==> src/rtl/bit_serial_pkg.sv <==
// bit_serial_pkg
//   Shared constants for the bit-serial arithmetic blocks.
//   - ST_IDLE / ST_RUN / ST_DONE : FSM state encodings
//   - state_t                    : enum built on those encodings
//   - BSA_WIDTH_DEF              : default operand width
package bit_serial_pkg;

  localparam logic [1:0] ST_IDLE = 2'd0;
  localparam logic [1:0] ST_RUN  = 2'd1;
  localparam logic [1:0] ST_DONE = 2'd2;

  localparam int BSA_WIDTH_DEF = 8;

  typedef enum logic [1:0] {
    S_IDLE = ST_IDLE,
    S_RUN  = ST_RUN,
    S_DONE = ST_DONE
  } state_t;

endpackage

==> src/rtl/full_adder_cell.sv <==
// full_adder_cell
//   Combinational 1-bit full adder.
//   Ports:
//     a, b, cin : input bits
//     s         : sum bit   (a ^ b ^ cin)
//     cout      : carry out (majority of a, b, cin)
module full_adder_cell (
  input  logic a,
  input  logic b,
  input  logic cin,
  output logic s,
  output logic cout
);

  assign s    = a ^ b ^ cin;
  assign cout = (a & b) | (a & cin) | (b & cin);

endmodule

==> src/rtl/bit_serial_adder.sv <==
// bit_serial_adder
//   LSB-first bit-serial adder: sum = a + b over WIDTH cycles using a single
//   full-adder cell and a carry flop, behind a start/busy/done handshake.
//   Ports:
//     clk       : rising-edge clock
//     rst_n     : asynchronous active-low reset
//     start     : begin an addition (only honoured in IDLE)
//     a, b      : operands, captured on the edge that accepts start
//     sum       : WIDTH-bit result (registered)
//     carry_out : bit WIDTH of a+b (registered)
//     busy      : high while bits are being processed
//     done      : one-cycle pulse, sum/carry_out valid
module bit_serial_adder
  import bit_serial_pkg::*;
#(
  parameter int WIDTH = BSA_WIDTH_DEF
) (
  input  logic             clk,
  input  logic             rst_n,
  input  logic             start,
  input  logic [WIDTH-1:0] a,
  input  logic [WIDTH-1:0] b,
  output logic [WIDTH-1:0] sum,
  output logic             carry_out,
  output logic             busy,
  output logic             done
);

  localparam int CNT_W = $clog2(WIDTH);
  localparam logic [CNT_W-1:0] CNT_LAST = CNT_W'(WIDTH - 1);

  state_t           state, state_n;
  logic [WIDTH-1:0] a_sh, b_sh;
  logic             c;
  logic [CNT_W-1:0] cnt;
  logic             fa_s, fa_co;
  logic             last_bit;

  // Single adder cell working on the current LSBs and the running carry.
  full_adder_cell u_fa (
    .a    (a_sh[0]),
    .b    (b_sh[0]),
    .cin  (c),
    .s    (fa_s),
    .cout (fa_co)
  );

  assign last_bit = (cnt == CNT_LAST);

  // Next-state logic.
  always_comb begin
    state_n = state;
    case (state)
      S_IDLE:  if (start) state_n = S_RUN;
      S_RUN:   if (last_bit) state_n = S_DONE;
      S_DONE:  state_n = S_IDLE;
      default: state_n = S_IDLE;
    endcase
  end

  // State register plus flag outputs. busy/done are registered from the
  // next state so they line up with the state flop with no output decode.
  always_ff @(posedge clk or negedge rst_n) begin
    if (!rst_n) begin
      state <= S_IDLE;
      busy  <= 1'b0;
      done  <= 1'b0;
    end else begin
      state <= state_n;
      busy  <= (state_n == S_RUN);
      done  <= (state_n == S_DONE);
    end
  end

  // Datapath: operand shifters, carry flop, bit counter, result shifter.
  always_ff @(posedge clk or negedge rst_n) begin
    if (!rst_n) begin
      a_sh      <= '0;
      b_sh      <= '0;
      c         <= 1'b0;
      cnt       <= '0;
      sum       <= '0;
      carry_out <= 1'b0;
    end else begin
      case (state)
        S_IDLE: begin
          if (start) begin
            a_sh <= a;
            b_sh <= b;
            c    <= 1'b0;
            cnt  <= '0;
            sum  <= '0;
          end
        end
        S_RUN: begin
          a_sh <= a_sh >> 1;
          b_sh <= b_sh >> 1;
          c    <= fa_co;
          cnt  <= cnt + 1'b1;
          // New bit enters at the MSB; after WIDTH shifts bit 0 lands in sum[0].
          sum  <= {fa_s, sum[WIDTH-1:1]};
          if (last_bit) carry_out <= fa_co;
        end
        default: ;
      endcase
    end
  end

endmodule

==> config.mk <==
export PLATFORM = sky130hd
export DESIGN_NAME = bit_serial_adder
export DESIGN_NICKNAME = d
export VERILOG_FILES = /design/src/rtl/bit_serial_pkg.sv /design/src/rtl/full_adder_cell.sv /design/src/rtl/bit_serial_adder.sv
export SDC_FILE = /design/constraint.sdc
export NUM_CORES = 1
export LEC_CHECK = 0
export CAP_MARGIN = 20
export CORE_ASPECT_RATIO = 1.25
export CORE_MARGIN = 2
export CORE_UTILIZATION = 40
export CTS_BUF_LIST = sky130_fd_sc_hd__clkbuf_16
export CTS_CLUSTER_DIAMETER = 30
export DETAILED_ROUTE_END_ITERATION = 8
export GPL_TIMING_DRIVEN = 0
export PLACE_DENSITY_LB_ADDON = 0.15
export SLEW_MARGIN = 20
export SYNTH_ARGS = -nofsm -noshare
export SYNTH_HDL_FRONTEND = slang
export SYNTH_SLANG_ARGS = --single-unit
==> constraint.sdc <==
create_clock -name clk -period 1.45 [get_ports clk]
set_input_delay 0.29 -clock clk [delete_from_list [all_inputs] [get_ports clk]]
set_output_delay 0.29 -clock clk [all_outputs]
set_load 0.02 [all_outputs]
==> results.toml, run 1 <==
[timing]
rsz0062_at_grt = "no"
fmax_ghz = 0.7431
tns_ps = 0
final-setup-viol-count = 0
min_period_over_period_pct = 92.81
hold_violations = 0
slew_viol_final = 0
relSlewSlack_pct = 75.82
skew_ps = 4.418
worstMarginPinSlew_ps = 362.8
min_period_ps = 1346
hold_ws_ps = 454.8
layout_setup_ws_ps = 104.3

[routing]
antenna_left = 0
firstDrtPassIters = 4
vias_per_cell = 5.412
vias = 1142
drc = 0
dr_wl_met3_um = 152
top_layer = "met4"
dr.first_iter.drc_count = 37
routed-wl-met2_um = 1533
m1WireLength_um = 1313
wl_per_cell_um = 14.43
drt_wl_total_um = 3045

[global_route]
overflow = 0
grt_first_pass_wirelength_um = 5188
antenna_found_initial = 0
grt_pass1_vias = 1177
gr-usage-all-layers_pct = 16.74
grt_max_degree = 22

[worst_setup_path]
worstPathCellList = "clkdlybuf4s50_1, o21bai_2, buf_2, a22o_1"
r2r_cells = 3
worstPathMaxFanout = 10
crit_path_end_kind = "flip-flop"
worstSetupPathType = "primary input to flip-flop"
crit_arrival_ps = 1560
crit_slowest_cell = "clkdlybuf4s50_1"
cp-startpoint = "start"
worst-path-stages = 4
rrSetupSlack_ps = 190
reg2reg_to = "sum[6]"
r2r-start = "state[1]"
slowest_delay_ps = 520
startpoint_type = "primary input"
worstSetupEndpoint = "sum[6]"
crit_family = "buffers and inverters"
crit_required_ps = 1660
path_buf_inv = 2

[synthesis]
syn-cell-area_sq_mm = 0.001484
synth_fp_nets = 155
yosys_warnings = 0
ys_seq_elements = 33
synth_cells = 133
syn_avg_cell_area_sq_um = 11.16
synth.distinct_cells = 25
yosysSeqAreaShare_pct = 55.65

[floorplanning]
die-area_sq_mm = 0.004216
die_y_um = 72.10
io_pins = 30
dieWidth_um = 58.48
rows = 24
coreArea_sq_mm = 0.003513
initial_core_util_pct = 42.24

[cts]
cts_tree = "built"
root_buffer = "clkbuf_16"
clk_pin_slew_ps = 50
numCtsBuffers = 5
htree_levels = 2
clock_path_buffers = 2
insertion_delay_ps = 280
cts_sinks = 33

[hold_path]
holdCritPathClass = "primary input to asynchronous set/reset pin"

[run_status]
outcome = "finished, final reports clean"

[power_and_ir_drop]
p_leak_nw = 0.9401
p_per_area_mw_per_mm2 = 2103
peakVddDrop_uv = 1305

[placement]
dp_slack_ps = -181.7
place_congestion = 0.7589
place_inst = 202
hpwl_um = 2207
port_buffers = 29

[finish]
nNetsFinal = 193
areaGrowthSynthToFinish_pct = 33.47
antenna_cells = 0
fin_cells = 211
drive_above_1_share_pct = 13.37

[run]
maxCapViolations = 0
[final cells by class]
type | count | area, sq um
Timing Repair Buffer | 31 | 309.0
Inverter | 4 | 15.01
Clock buffer | 5 | 125.1
Multi-Input combinational cell | 87 | 578.1
Buffer | 9 | 65.06
Clock inverter | 3 | 13.76
Fill cell | 322 | 1533
Tap cell | 39 | 48.80
Sequential cell | 33 | 825.8
[timing repair]
action | CTS | global route
buffers inserted | 0 | 0
endpoints found under the hold margin | 12 | 0
resized for setup | 11 | 0
hold buffers | 1 | 0
setup endpoints to repair | 11 | 0
[registers in the layout, summed over array words and instances, names as in the netlist]
| register | count |
|---|---|
| b_sh | 8 |
| carry_out | 1 |
| sum | 8 |
| state | 2 |
| a_sh | 8 |
| cnt | 3 |
| done | 1 |
| c | 1 |
| busy | 1 |
[cell families (layout without fill, tap and decap cells)]
logic type | after synthesis | after routing | synth area share, %
AO/OA/AOI/OAI | 22 | 22 | 12.14
multiplexers | 1 | 1 | 0.6746
AND/OR/NAND/NOR | 61 | 61 | 23.10
buffers and inverters | 13 | 52 | 5.396
flip-flops | 33 | 33 | 55.65
adder cells (fa/ha/maj) | 3 | 3 | 3.035
[Yosys cell counts (all sizes together)]
| cell type | n | area share [%] |
|---|---|---|
| o21bai | 1 | 0.76 |
| a22o | 11 | 6.5 |
| nand2 | 4 | 1.0 |
| nor3 | 24 | 8.8 |
| dfrtp | 33 | 56 |
| nand2b | 4 | 2.2 |
| nor2 | 14 | 3.5 |
| clkbuf | 1 | 0.25 |
| nor3b | 12 | 6.1 |
| and2 | 2 | 0.84 |
| inv | 4 | 1.0 |
| buf | 8 | 4.1 |
| a221o | 2 | 1.3 |
| fa | 1 | 1.3 |
| ha | 2 | 1.7 |
| a21oi | 2 | 0.67 |
| mux2i | 1 | 0.67 |
| and2b | 1 | 0.67 |
| o22ai | 1 | 0.42 |
| o21ai | 4 | 1.3 |
| o21ba | 1 | 1.1 |
[cell usage in the layout (no fill, tap or decap), types with 2 or more instances in the layout]
cell             synthesis  routed
dfrtp_1                 33      33
nor3_1                  22      22
clkdlybuf4s50_1          0      17
nor2_1                  14      14
nor3b_1                 12      12
a22o_1                  11      11
dlygate4sd2_1            0      11
buf_2                    4       5
inv_1                    4       5
clkbuf_16                0       5
nand2_1                  4       4
o21ai_1                  4       4
buf_6                    3       3
nand2b_1                 3       3
a21oi_1                  2       2
and2_1                   2       2
a221o_1                  2       2
nor3_2                   2       2
ha_1                     2       2
clkinv_2                 0       2
[stage by stage]
step | area (sq um) | util [%] | power, mW
after CTS | 1981 | 56.37 | 4.225
after detailed placement | 1846 | 52.53 | 3.301
final | 1981 | 56.37 | 4.166
after floorplan | 1484 | - | 2.698
after global placement | 1823 | 51.89 | 3.227
after global routing | 1981 | 56.37 | 4.462
[worst min-delay path by stage]
stage | start | endpoint | slack [ps]
2_1_floorplan | rst_n | a_sh[0] | -6
3_3_place_gp | cnt[0] | cnt[0] | 480
3_5_place_dp | rst_n | carry_out | 220
4_1_cts | rst_n | state[1] | 470
5_1_grt | rst_n | carry_out | 500
6_report | rst_n | carry_out | 450
[per-layer routing]
layer,track usage (%),vias up
met2,26.97,31
met1,19.04,558
met4,9.561,0
met5,0,-
li1,-,547
met3,5.882,6
[power by group]
part | total [mW] | internal [mW] | leakage, nW | switching (mW)
Sequential | 1.58 | 1.33 | 0.405 | 0.243
Combinational | 1.60 | 0.774 | 0.461 | 0.827
Clock | 0.989 | 0.622 | 0.0748 | 0.367
Note: power is estimated with default switching activity, not from simulation.
==> inputs of run 2 (changes only) <==
CTS_CLUSTER_DIAMETER = not set   (was 30)
REMOVE_ABC_BUFFERS = 1   (was not set)
==> results.toml, run 2 (synthesized netlist as in run 1, its figures left out) <==
[cts]
cts_tree = "built"
clock_path_buffers = 2
numCtsBuffers = 5
insertion_delay_ps = 270
cts_sinks = 33
htree_levels = 2
root_buffer = "clkbuf_16"
clk_pin_slew_ps = 50

[global_route]
antenna_found_initial = 0
grt_first_pass_wirelength_um = 5126
gr-usage-all-layers_pct = 16.20
grt_pass1_vias = 1104
grt_max_degree = 34
overflow = 0

[finish]
postLayoutCoreUtil_pct = 55.77
antenna_cells = 0
multi_input_area_sq_um = 585.6
largest_registers = "a_sh x8, b_sh x8, sum x8"
fill_cells = 313
regArea_sq_um = 830.8
nNetsFinal = 185
drive_above_1_share_pct = 10.37
layout_common_cells = "dfrtp_1, nor3_1, clkdlybuf4s50_1, nor2_1, nor3b_1"
areaGrowthSynthToFinish_pct = 32.04
layout_commonest_cell = "dfrtp_1"

[worst_setup_path]
worstSetupPathType = "flip-flop to flip-flop"
r2r-start = "state[1]"
crit_required_ps = 1650
startpoint_type = "flip-flop"
worstSetupEndpoint = "carry_out"
crit_path_end_kind = "flip-flop"
worstPathMaxFanout = 33
reg2reg_to = "carry_out"
r2r_cells = 3
crit_arrival_ps = 1570
rrSetupSlack_ps = 80
cp-startpoint = "state[1]"

[floorplanning]
rows = 24
die_y_um = 72.10
coreArea_sq_mm = 0.003513
initial_core_util_pct = 42.24
dieWidth_um = 58.48
die-area_sq_mm = 0.004216
io_pins = 30

[timing]
hold_violations = 0
min_period_ps = 1371
rsz0062_at_grt = "no"
min_period_over_period_pct = 94.57
fmax_ghz = 0.7292
worstMarginPinSlew_ps = 375.2
hold_ws_ps = 463.5
skew_ps = 4.216
final-setup-viol-count = 0
relSlewSlack_pct = 74.92
slew_viol_final = 0

[routing]
dr.first_iter.drc_count = 33
drt_wl_total_um = 2884
antenna_left = 0
vias = 1072
firstDrtPassIters = 4
drc = 0
wl_per_cell_um = 14.21
vias_per_cell = 5.281

[placement]
port_buffers = 29
hpwl_um = 1971
place_congestion = 0.6826

[run_status]
outcome = "finished, final reports clean"

[power_and_ir_drop]
peakVddDrop_uv = 1398
p_leak_nw = 0.9061
p_per_area_mw_per_mm2 = 2165

[hold_path]
holdCritPathClass = "primary input to asynchronous set/reset pin"

[run]
maxCapViolations = 0
## run 2: worst min-delay path by stage
| stage | start | end | slack (ps) |
|---|---|---|---|
| after CTS | rst_n | sum[6] | 470 |
| after floorplan | rst_n | a_sh[0] | -6 |
| after global placement | cnt[0] | cnt[0] | 480 |
| after detailed placement | rst_n | sum[6] | 230 |
| after global routing | rst_n | sum[1] | 490 |
| final | rst_n | sum[6] | 460 |
## run 2: report_power, final
| part | total (mW) | internal, mW | leakage, nW | switching, mW |
|---|---|---|---|---|
| sequential | 1.67 | 1.34 | 0.402 | 0.328 |
| clock | 1.15 | 0.796 | 0.0826 | 0.351 |
| combinational | 1.43 | 0.711 | 0.421 | 0.716 |
## run 2: per-layer routing
layer  global-route usage (%)  vias to the layer above  share of wire [%]
li1                         -                      528                  -
met1                    20.63                      514                 45
met2                    25.34                       28                 49
met3                    5.526                        2                5.5
met4                    6.202                        0               0.83
met5                        0                        -                  0
## run 2: timing repair
item	4_1_cts	5_1_grt
cloned	0	0
gates resized for setup	14	1
setup endpoints to repair	44	13
hold buffers	1	0
setup buffers	1	0
hold endpoints to repair	13	0
## run 2: per-stage QoR
step           worst slack [ps]  power, mW  cells  cell area [sq um]  setup TNS [ps]
3_5_place_dp             -309.5      3.191    193               1780           -7088
2_1_floorplan            -18.08      2.602    124               1419          -52.08
5_1_grt                   1.168      4.557    203               1959               0
4_1_cts                   16.73      4.304    203               1952               0
6_report                  78.71      4.241    203               1959               0
3_3_place_gp             -549.7      3.117    192               1758          -24310
## run 2: critical path, stage by stage (launching register included)
cell	delay [ps]
dfrtp_4	610
and2b_4	340
and2_1	160
mux2i_1	170
## run 2: final cells by class
cell class | count | area share [%]
flip-flops and latches | 33 | 42.40
inverters | 4 | 0.7663
clock inverters | 3 | 1.916
well taps | 39 | 2.490
clock buffers | 5 | 6.386
multi-input cells | 87 | 29.89
repair buffers | 32 | 16.16
